==> src/rtl/aes_word_stream_if.sv <==
// 32-bit word-stream wrapper around AES_top. It assembles the key and data
// words into 128-bit buses, holds AES_en until the result strobe, and then
// returns the result as four words over a valid/ready port.
module aes_word_stream_if #(
   parameter int unsigned TIMEOUT_CYCLES = 255,
   parameter int unsigned CNT_W          = 8
) (
   input  logic         AES_clk,
   input  logic         AES_rst,
   input  logic [31:0]  s_word,
   input  logic         s_is_key,
   input  logic         s_valid,
   output logic         s_ready,
   output logic         AES_en,
   output logic [127:0] AES_data_in,
   output logic [127:0] AES_key_in,
   input  logic [127:0] AES_data_out,
   input  logic         AES_data_out_valid,
   output logic [31:0]  m_word,
   output logic         m_valid,
   input  logic         m_ready,
   output logic         m_last,
   output logic         busy,
   output logic         timeout_err
);

   typedef enum logic [1:0] {StLoad, StRun, StDrain} state_t;

   state_t       state_q, state_d;
   logic         s_ready_q, s_ready_d;
   logic         aes_en_q, aes_en_d;
   logic         busy_q, busy_d;
   logic [127:0] data_q, data_d;
   logic [127:0] key_q, key_d;
   logic [1:0]   key_cnt_q, key_cnt_d;
   logic [2:0]   data_cnt_q, data_cnt_d;
   logic         key_valid_q, key_valid_d;
   logic [CNT_W-1:0] cyc_q, cyc_d;
   // Words 1..3 of the result still waiting to be sent; word 0 goes straight to m_word.
   logic [95:0]  out_sr_q, out_sr_d;
   logic [1:0]   word_idx_q, word_idx_d;
   logic [31:0]  m_word_q, m_word_d;
   logic         m_valid_q, m_valid_d;
   logic         m_last_q, m_last_d;
   logic         timeout_err_q, timeout_err_d;

   logic         s_acc;
   logic         launch;

   assign s_acc  = s_valid & s_ready_q;
   assign launch = (data_cnt_q == 3'd4) & key_valid_q & (key_cnt_q == 2'd0);

   // Next-state and registered-output computation.
   always_comb begin
      state_d       = state_q;
      data_d        = data_q;
      key_d         = key_q;
      key_cnt_d     = key_cnt_q;
      data_cnt_d    = data_cnt_q;
      key_valid_d   = key_valid_q;
      cyc_d         = cyc_q;
      out_sr_d      = out_sr_q;
      word_idx_d    = word_idx_q;
      m_word_d      = m_word_q;
      m_valid_d     = m_valid_q;
      m_last_d      = m_last_q;
      timeout_err_d = timeout_err_q;

      unique case (state_q)
         StLoad: begin
            if (s_acc) begin
               if (s_is_key) begin
                  key_d     = {key_q[95:0], s_word};
                  key_cnt_d = key_cnt_q + 2'd1;
                  // A new key sequence invalidates the old key until it completes.
                  if (key_cnt_q == 2'd0) key_valid_d = 1'b0;
                  if (key_cnt_q == 2'd3) key_valid_d = 1'b1;
               end else if (data_cnt_q != 3'd4) begin
                  data_d     = {data_q[95:0], s_word};
                  data_cnt_d = data_cnt_q + 3'd1;
               end
            end
            if (launch) begin
               state_d = StRun;
               cyc_d   = '0;
            end
         end
         StRun: begin
            if (AES_data_out_valid) begin
               out_sr_d      = AES_data_out[95:0];
               m_word_d      = AES_data_out[127:96];
               m_valid_d     = 1'b1;
               m_last_d      = 1'b0;
               word_idx_d    = 2'd0;
               timeout_err_d = 1'b0;
               state_d       = StDrain;
            end else if (cyc_q == CNT_W'(TIMEOUT_CYCLES - 1)) begin
               timeout_err_d = 1'b1;
               data_cnt_d    = 3'd0;
               state_d       = StLoad;
            end else if (cyc_q != {CNT_W{1'b1}}) begin
               cyc_d = cyc_q + CNT_W'(1);
            end
         end
         StDrain: begin
            if (m_valid_q && m_ready) begin
               if (word_idx_q == 2'd3) begin
                  m_valid_d  = 1'b0;
                  m_last_d   = 1'b0;
                  data_cnt_d = 3'd0;
                  state_d    = StLoad;
               end else begin
                  word_idx_d = word_idx_q + 2'd1;
                  m_word_d   = out_sr_q[95:64];
                  out_sr_d   = {out_sr_q[63:0], 32'h0};
                  m_last_d   = (word_idx_q == 2'd2);
               end
            end
         end
         default: state_d = StLoad;
      endcase

      // Status outputs follow the next state so they change on the transition edge.
      s_ready_d = (state_d == StLoad);
      aes_en_d  = (state_d == StRun);
      busy_d    = (state_d != StLoad);
   end

   // State and output registers with asynchronous reset.
   always_ff @(posedge AES_clk or posedge AES_rst) begin
      if (AES_rst) begin
         state_q       <= StLoad;
         s_ready_q     <= 1'b0;
         aes_en_q      <= 1'b0;
         busy_q        <= 1'b0;
         data_q        <= '0;
         key_q         <= '0;
         key_cnt_q     <= 2'd0;
         data_cnt_q    <= 3'd0;
         key_valid_q   <= 1'b0;
         cyc_q         <= '0;
         out_sr_q      <= '0;
         word_idx_q    <= 2'd0;
         m_word_q      <= '0;
         m_valid_q     <= 1'b0;
         m_last_q      <= 1'b0;
         timeout_err_q <= 1'b0;
      end else begin
         state_q       <= state_d;
         s_ready_q     <= s_ready_d;
         aes_en_q      <= aes_en_d;
         busy_q        <= busy_d;
         data_q        <= data_d;
         key_q         <= key_d;
         key_cnt_q     <= key_cnt_d;
         data_cnt_q    <= data_cnt_d;
         key_valid_q   <= key_valid_d;
         cyc_q         <= cyc_d;
         out_sr_q      <= out_sr_d;
         word_idx_q    <= word_idx_d;
         m_word_q      <= m_word_d;
         m_valid_q     <= m_valid_d;
         m_last_q      <= m_last_d;
         timeout_err_q <= timeout_err_d;
      end
   end

   assign s_ready     = s_ready_q;
   assign AES_en      = aes_en_q;
   assign busy        = busy_q;
   assign AES_data_in = data_q;
   assign AES_key_in  = key_q;
   assign m_word      = m_word_q;
   assign m_valid     = m_valid_q;
   assign m_last      = m_last_q;
   assign timeout_err = timeout_err_q;

endmodule

==> config.mk <==
export PLATFORM = sky130hd
export DESIGN_NAME = aes_word_stream_if
export DESIGN_NICKNAME = d
export VERILOG_FILES = /design/src/rtl/aes_word_stream_if.sv
export SDC_FILE = /design/constraint.sdc
export NUM_CORES = 1
export LEC_CHECK = 0
export CORE_MARGIN = 2
export CORE_UTILIZATION = 43
export DETAILED_ROUTE_END_ITERATION = 6
export PLACE_DENSITY = 0.87
export SLEW_MARGIN = 20
export SYNTH_ARGS = -nofsm -noshare
export SYNTH_HDL_FRONTEND = slang
export SYNTH_SLANG_ARGS = --single-unit
==> constraint.sdc <==
create_clock -name AES_clk -period 14.35 [get_ports AES_clk]
set_input_delay 2.1525 -clock AES_clk [delete_from_list [all_inputs] [get_ports AES_clk]]
set_output_delay 2.1525 -clock AES_clk [all_outputs]
set_load 0.01 [all_outputs]
# ---- Word level (Yosys, flattened, before mapping)
# Index checks and enable logic that the tools add are counted.
dict set report totals {
  regBits 408
  in_bits 166
  output_inout_bits 294
  wordCells 108
}
dict set report classes {
  addsub 4
  n_eq_ne 22
  mux 43
  n_bitwise 4
  n_reduce_logical 19
}
# cell count
set op_table {}
lappend op_table {{$mux W96} 3}
lappend op_table {{$pmux W96 S2} 1}
lappend op_table {{$mux W32} 3}
lappend op_table {{$pmux W32 S2} 1}
lappend op_table {{$mux W8} 4}
lappend op_table {{$ne A2 B2 Y1 const B} 12}
lappend op_table {{$mux W3} 7}
lappend op_table {{$mux W2} 8}
lappend op_table {{$pmux W8 S2} 1}
lappend op_table {{$reduce_and A4 Y1} 4}
lappend op_table {{$mux W1} 10}
lappend op_table {{$reduce_bool A2 Y1} 5}
lappend op_table {{$pmux W3 S3} 1}
lappend op_table {{$add A8 B1 Y8 const B} 1}
lappend op_table {{$eq A2 B2 Y1 const B} 4}
lappend op_table {{$eq A8 B8 Y1 const B} 1}
lappend op_table {{$ne A8 B8 Y1 const B} 1}
lappend op_table {{$reduce_and A8 Y1} 1}
lappend op_table {{$logic_not A2 Y1} 3}
lappend op_table {{$pmux W2 S3} 1}
lappend op_table {{$reduce_and A3 Y1} 2}
lappend op_table {{$reduce_and A5 Y1} 1}
lappend op_table {{$add A2 B1 Y2 const B} 2}
lappend op_table {{$eq A2 B1 Y1 const B} 2}
lappend op_table {{10 further kinds} 13}

# ---- Depth between registers and ports, before layout
dict set report depth {
  depth_word 6
  mapped_depth 10
  ltp_nobuf 6
}

# ---- Least setup slack after synthesis
# No wires, ideal clock.
dict set report synth_path {
  kind {input to register}
  startpoint {in AES_data_out_valid}
  endpoint {reg cyc_q[7]}
  setup_time_ns 0.104
  arrival_ns 3.424
  t_required_ns 14.246
  setup_slack_ns 10.822
  stages 6
  path_buffers 2
  path_cell_list {nand2b_1 a22o_1 buf_6 or3_1 buf_6 o41ai_4}
}
dict set report synth_via {
  elab_chain_cells 2
}
# item line_no
set synth_rtl {}
lappend synth_rtl {{start: declaration} 18} ;# input logic AES_data_out_valid,
lappend synth_rtl {{$ne A2 B2 Y1 (no line)} --}
lappend synth_rtl {{$reduce_and A5 Y1 (no line)} --}
lappend synth_rtl {{end signal: assignment} 158} ;# cyc_q <= cyc_d;
lappend synth_rtl {{end: declaration} 38} ;# logic [CNT_W-1:0] cyc_q, cyc_d;
# Every way passes these cells.
# A chain may end at the register's enable or synchronous reset.

# ---- Final worst setup path
dict set report layout_path {
  startpoint {in AES_data_out_valid}
  endpoint {reg out_sr_q[39]}
}
dict set report layout_via {
  elab_chain_cells 2
}
# item line_no
set layout_rtl {}
lappend layout_rtl {{$ne A2 B2 Y1 (no line)} --}
lappend layout_rtl {{$reduce_and A4 Y1 (no line)} --}
lappend layout_rtl {{end signal: assignment} 159} ;# out_sr_q <= out_sr_d;
lappend layout_rtl {{end: declaration} 40} ;# logic [95:0] out_sr_q, out_sr_d;
# Every way passes these cells.

==> results.py <==
metrics = {
    "outcome": {
        "status": "finished clean",
    },
    "critical_path": {
        "cp.arrival_ns": 4.95,
        "cp_slowest_cell": "buf_4",
        "critPathKind": "in -> reg",
        "crit_required_ns": 14.72,
        "cp_max_fo": 126,
        "cp-start-kind": "input pin",
        "end_kind": "register",
        "r2r_slack_ns": 10.86,
        "cp_cell_sequence": "clkdlybuf4s50_1 -> nand2b_1 -> o211ai_4 -> buf_4 -> buf_4 -> o21ai_0",
        "cp_common_cell": "buf_4",
        "max_stage_delay_ns": 0.91,
    },
    "pwr": {
        "p_per_area_mw_per_mm2": 104.8,
        "ir_drop_mv": 0.1019,
        "p_leak_nw": 11.19,
    },
    "logic_synthesis": {
        "synthCells": 1174,
        "syn-num-nets": 1352,
        "syn_avg_cell_area_um2": 13.92,
        "synth.most_common_cell": "dfrtp_1",
        "synth_area_leaders": "dfrtp_1 62%, mux2_2 18%, mux2i_1 5.9%, o21ai_0 3.2%, nand2_1 2.5%",
        "synth_edf_count": 0,
        "async_reset_ff_share_pct": 100.0,
        "synth_common_cells": "408 x dfrtp_1, 259 x mux2_2, 108 x nand2_1",
        "syn_area_mm2": 0.01634,
        "synth_ff_type": "dfrtp_1",
        "yosysTopAreaCellShare_pct": 62.48,
        "yosysUniqueCellTypes": 42,
        "synth.yosys.seq_area_share_pct": 62.48,
        "yosys_warnings": 0,
        "yosysTopAreaCell": "dfrtp_1",
        "ys_seq_elements": 408,
    },
    "grt": {
        "gr-usage-all-layers_pct": 22.43,
        "grt_pass1_wl_mm": 68.11,
        "antenna_found_initial": 3,
        "grt_pass1_vias": 11860,
        "globalRouteOverflowTotal": 0,
        "grt_max_degree": 164,
    },
    "placement": {
        "io_buffers": 459,
        "hpwlAfterDp_mm": 30.52,
        "gp_congestion": 0.8170,
        "dpl_cell_area_mm2": 0.02138,
    },
    "detailed_routing": {
        "vias": 11160,
        "detail_route.wl_per_cell_um": 20.80,
        "drt_iter0_markers": 507,
        "wl_mm": 45.02,
        "post_drt_via_cell_ratio": 5.157,
        "postRouteAntennaNets": 0,
        "drt_pass1_iterations": 5,
        "drcViolationCount": 0,
    },
    "layout": {
        "multiInputGateArea_mm2": 0.005776,
        "drive_gt1_share_pct": 21.31,
        "register_area_mm2": 0.01021,
        "nets": 1799,
        "area_growth_pct": 40.10,
        "nFillCells": 2715,
        "stdcell_area_mm2": 0.02289,
    },
    "clock_network": {
        "htreeDepth": 2,
        "clock_sinks": 408,
        "clock-root-buffer": "clkbuf_16",
        "clk_pin_slew_ns": 0.06,
        "postCtsSetupBuffers": 0,
        "cts_hold_buf": 0,
        "numCtsBuffers": 44,
        "cts_tree": "built",
        "cts_resized": 0,
        "clockBufferDepth": 3,
        "clk_latency_ns": 0.58,
    },
    "timing": {
        "hold_viol_final": 0,
        "fmax_ghz": 0.2184,
        "finalSetupViolCount": 0,
        "hold_ws_ns": 0.4802,
        "grt_setup_unrepaired": "false",
        "slew_violations": 0,
        "worst_pin_slew_ns": 1.085,
        "fin_crit_sh_pct": 31.90,
        "finalCriticalPeriod_ns": 4.578,
        "relSlewSlack_pct": 27.69,
        "fin_skew_ns": 0.01831,
        "final.setup.tns_ns": 0,
    },
    "die": {
        "num_io_pins": 460,
        "core_mm2": 0.03758,
        "dieArea_mm2": 0.03958,
        "core.rowCount": 71,
        "start_util_pct": 43.49,
        "die_h_um": 198.9,
        "die_x_um": 198.9,
    },
    "hold_path": {
        "holdCritPathClass": "reg -> reg",
    },
    "run": {
        "drv_cap": 0,
    },
}
-- layer usage --
| metal | track usage (%) | part of all wire, % | wire length, µm |
|---|---|---|---|
| met5 | 0 | 0.029 | 13 |
| met4 | 8.043 | 3.0 | 1358 |
| met3 | 9.936 | 11 | 4873 |
| met2 | 36.62 | 48 | 21570 |
| met1 | 26.21 | 38 | 17210 |
-- registers in the layout, summed over array words and instances (netlist names) --
signal	count
AES_data_in	128
busy	1
AES_en	1
state_q	2
s_ready	1
key_cnt_q	2
cyc_q	8
m_word	32
AES_key_in	128
m_last	1
word_idx_q	2
m_valid	1
key_valid_q	1
out_sr_q	96
data_cnt_q	3
timeout_err	1
-- path summary, 6_finish.rpt --
check,start,to,cells after the start
setup reg to reg,state_q[0],out_sr_q[39],7
hold reg to reg,out_sr_q[51],out_sr_q[51],2
min in group asynchronous,AES_rst,AES_key_in[27],2
hold / removal,out_sr_q[51],out_sr_q[51],2
max in group asynchronous,AES_rst,AES_key_in[121],4
setup / recovery,AES_data_out_valid,out_sr_q[39],6
-- where the power goes --
group / switching (W) / leakage [nW] / internal, W
Clock: 0.000469 / 0.741 / 0.000707
Sequential: 0 / 5.64 / 0.00115
Combinational: 0.0000324 / 4.81 / 0.0000411
-- cells by family after synthesis --
| family | share of synthesized area, % |
|---|---|
| flops | 62.48 |
| xor+xnor | 0.05361 |
| fa+ha+maj | 0.9188 |
| compound gates | 6.807 |
| mux | 23.79 |
| buf+inv | 2.320 |
| simple gates | 3.629 |
-- worst max-delay path, delay by kind of cell --
| family | cells | cell delay [ns] |
|---|---|---|
| simple gates | 1 | 0.25 |
| buf+inv | 3 | 2.05 |
| compound gates | 2 | 0.41 |
-- area by class of cell --
type | count | area share [%]
diodes | 2 | 0.02186
clock buffers | 66 | 5.739
clock inverters | 11 | 0.8417
inverters | 14 | 0.2623
multi-input cells | 682 | 25.23
flip-flops and latches | 408 | 44.60
well taps | 511 | 2.793
repair buffers | 471 | 20.52
-- stage by stage --
step	power [W]	instances	util [%]	setup slack [ns]
final	0.002399	2165	60.92	9.772
after global routing	0.002475	2165	60.92	9.528
after CTS	0.002425	2163	60.91	9.870
after detailed placement	0.001246	2086	56.90	9.262
after global placement	0.001245	2086	56.90	9.373
after floorplan	0.001190	1174	-	0.8463
-- placed cells by master, fill, tap and decap left out, types with 3 or more instances in the layout --
master / instances
mux2i_1: 97
clkdlybuf4s50_1: 459
a22o_1: 35
nand3_1: 5
nor2_1: 5
nand2b_1: 5
a21oi_1: 5
bufinv_16: 4
o21ai_0: 105
nand4_1: 5
mux2_2: 259
ha_1: 11
o31ai_1: 9
nand2_1: 108
inv_1: 13
clkbuf_16: 44
a31o_2: 3
buf_4: 11
dfrtp_1: 408
clkbuf_8: 13
clkbuf_1: 9
No activity file was read; power rests on OpenSTA's default activity.
==> variant, RTL diff (same settings) <==
Change the parameter `CNT_W` from 8 to 6.
--- a/src/rtl/aes_word_stream_if.sv
+++ b/src/rtl/aes_word_stream_if.sv
@@ -3,7 +3,7 @@
 // returns the result as four words over a valid/ready port.
 module aes_word_stream_if #(
    parameter int unsigned TIMEOUT_CYCLES = 255,
-   parameter int unsigned CNT_W          = 8
+   parameter int unsigned CNT_W          = 6
 ) (
    input  logic         AES_clk,
    input  logic         AES_rst,
Function: not settled (the Yosys comparison gave no result); the edit may change what the design does.
==> variant against the unedited design <==
Critical path depth is the same; worst setup slack lost 20 ps; area after synthesis shrank 0.17%; sequential cell count shrank 2; largest cell class unchanged; final area shrank 0.73%; routed wire length grew 1.0%; via count is essentially flat; utilization shrank 0.30 points; highest routed layer is now met4.
Power is not compared: it rests on default switching activity, and its combinational part moved more than twofold at a synthesized area within 25%.
==> variant: results (changes against the unedited design) <==
- Status: completed (unchanged)
- Area contributors post-synth: dfrtp_1, mux2_2, mux2i_1 (unchanged)
- Placed inst area: 21300 µm² (was 21400 µm²)
- Commonest cells post-synth: dfrtp_1, mux2_2, nand2_1 (unchanged)
- Reg2reg setup slack: 10550 ps (was 10860 ps)
- CP Data Arrival Time: 4960 ps (was 4950 ps)
- Warning count from the yosys run: 0 (unchanged)
- Detailed Routing Iterations Pass 1: 4 (was 5)
- Wirelength per Cell: 21.1 µm (was 20.8 µm)
- Root Buffer: clkbuf_16 (unchanged)
- Layout Nets: 1791 (was 1799)
- Clock skew: 19.2 ps (was 18.3 ps)
- Worst hold path stage count: 2 (unchanged)
- Number of global-route vias before repair: 11700 (was 11900)
- Leakage: 9.71 nW
- Largest net degree at the start of global routing: 171 (was 164)
- Initial antenna violation count: 2 (was 3)
- Max-slew headroom: 29.0% (was 27.7%)
- Worst path top cell family by delay: buffers and inverters (unchanged)
- Top_reg_cell synth: dfrtp_1 (unchanged)
- Hold Path Sink: m_word[19]$_DFFE_PP0P_ (was out_sr_q[51]$_DFFE_PP0P_)
- H-tree depth: 2 (unchanged)
- Final hold slack: 478 ps (was 480 ps)
- Bufs on Longest Clock Path: 3 (unchanged)
- CTS-repair resized insts: 0 (unchanged)
- R2r worst-path depth: 8 (was 7)
- CTS Buf Count: 43 (was 44)
- First DRT Iteration DRCs: 472 (was 507)
- Number of vias in the routed layout: 11200 (about the same)
- Min-delay src: m_word[19]$_DFFE_PP0P_ (was out_sr_q[51]$_DFFE_PP0P_)
- Clock transition at path regs: 60 ps (about the same)
- VDD IR max: 0.152 mV
- Multiplexer area fraction after synthesis: 24.0% (was 23.8%)
- Dpl hpwl: 31100 µm (was 30500 µm)
- Aggregate global-route resource usage: 22.5% (was 22.4%)
- Type of the most critical hold path: reg2reg (unchanged)
- Share of layout cells above drive strength 1: 21.4% (was 21.3%)
- Asr flop ratio synth: 100% (unchanged)
- Fillers: 2788 (was 2715)
- Delay of the slowest cell on the worst path: 940 ps (was 910 ps)
- Unique cell type count in the Yosys netlist: 49 (was 42)
- FF-to-FF Start: state_q[0]$_DFF_PP0_ (unchanged)
- Crit-path slowest cell: buf_4 (unchanged)
- Global-route wire length before repair: 68100 µm (about the same)
- Worst Path Max Fanout: 124 (was 126)
- R2R Path End: out_sr_q[39]$_DFFE_PP0P_ (unchanged)
- Post-synthesis sequential area ratio: 62.3% (was 62.5%)
- Port bufs: 459 (unchanged)
- Post-synthesis net count: 1343 (was 1352)
- Complex-gate fraction of the synthesized area: 6.14% (was 6.81%)
- Worst-skew pair later-pin latency: 560 ps (was 580 ps)
- RD Place Congestion: 0.814 (was 0.817)
- Post-Synth Adder-Cell Area: 0.920% (was 0.919%)
- Mapped Cells: 1165 (was 1174)
- # Post-CTS Setup Buffers: 0 (unchanged)
- Post-synthesis xor/xnor area fraction: 0.0537% (was 0.0536%)
variant: report_power, final:
| group | total (mW) | switching [mW] | internal, mW | leakage [nW] |
|---|---|---|---|---|
| Clock | 1.12 | 0.463 | 0.661 | 0.697 |
| Combinational | 2.39 | 1.05 | 1.34 | 4.04 |
| Sequential | 2.11 | 0.399 | 1.71 | 4.97 |
| Total | 5.62 | 1.92 | 3.71 | 9.71 |
variant: tightest hold or removal path, delay by kind of cell, from the launching register on:
kind	cells	cell delay, ps
flip-flops	1	340
AO/OA/AOI/OAI	1	60
AND/OR/NAND/NOR	1	40
variant: how the worst max path moves through the flow:
stage	start	end	slack, ps	cells after the start
final	AES_data_out_valid	out_sr_q[39]$_DFFE_PP0P_	9750	6
after global routing	AES_data_out_valid	out_sr_q[45]$_DFFE_PP0P_	9560	6
after CTS	AES_data_out_valid	out_sr_q[45]$_DFFE_PP0P_	9840	6
after detailed placement	AES_data_out_valid	out_sr_q[45]$_DFFE_PP0P_	9270	6
after global placement	m_ready	m_word[13]$_DFFE_PP0P_	9420	6
after floorplan	AES_rst	AES_data_in[0]$_DFFE_PP0P_	900	1
variant: logic make-up after synthesis:
family                     after synthesis
muxes                                  359
DFF                                    406
AOI/OAI and AO/OA                      159
xor gates and xnor gates                 1
and+or+nand+nor                        145
buffers and inverters                   83
adders and majority gates               12
variant: through the flow:
stage / worst slack, ps / cells
2_1_floorplan: 903 / 1165
3_3_place_gp: 9420 / 2079
3_5_place_dp: 9270 / 2079
4_1_cts: 9840 / 2154
5_1_grt: 9560 / 2155
6_report: 9750 / 2155
variant: layout make-up:
| cell class | count | area [µm²] | share of cell area, % |
|---|---|---|---|
| multi-input combinational | 676 | 5740 | 25.2 |
| timing repair buffer | 472 | 4710 | 20.7 |
| sequential | 406 | 10200 | 44.7 |
| tap | 511 | 639 | 2.81 |
| clock inverter | 14 | 176 | 0.776 |
| clock buffer | 61 | 1240 | 5.47 |
| antenna | 1 | 2.50 | 0.0110 |
| inverter | 14 | 60.1 | 0.264 |
variant: metal layers:
| layer | GRT usage, % | routed length, µm | part of all wire (%) | vias to the layer above |
|---|---|---|---|---|
| met5 | 0 | 0 | 0 | - |
| met4 | 10.8 | 2010 | 4.4 | 0 |
| met3 | 10.1 | 5200 | 11 | 91 |
| met2 | 35.9 | 21200 | 47 | 436 |
| met1 | 25.7 | 17000 | 37 | 5614 |
| li1 | - | - | - | 5028 |
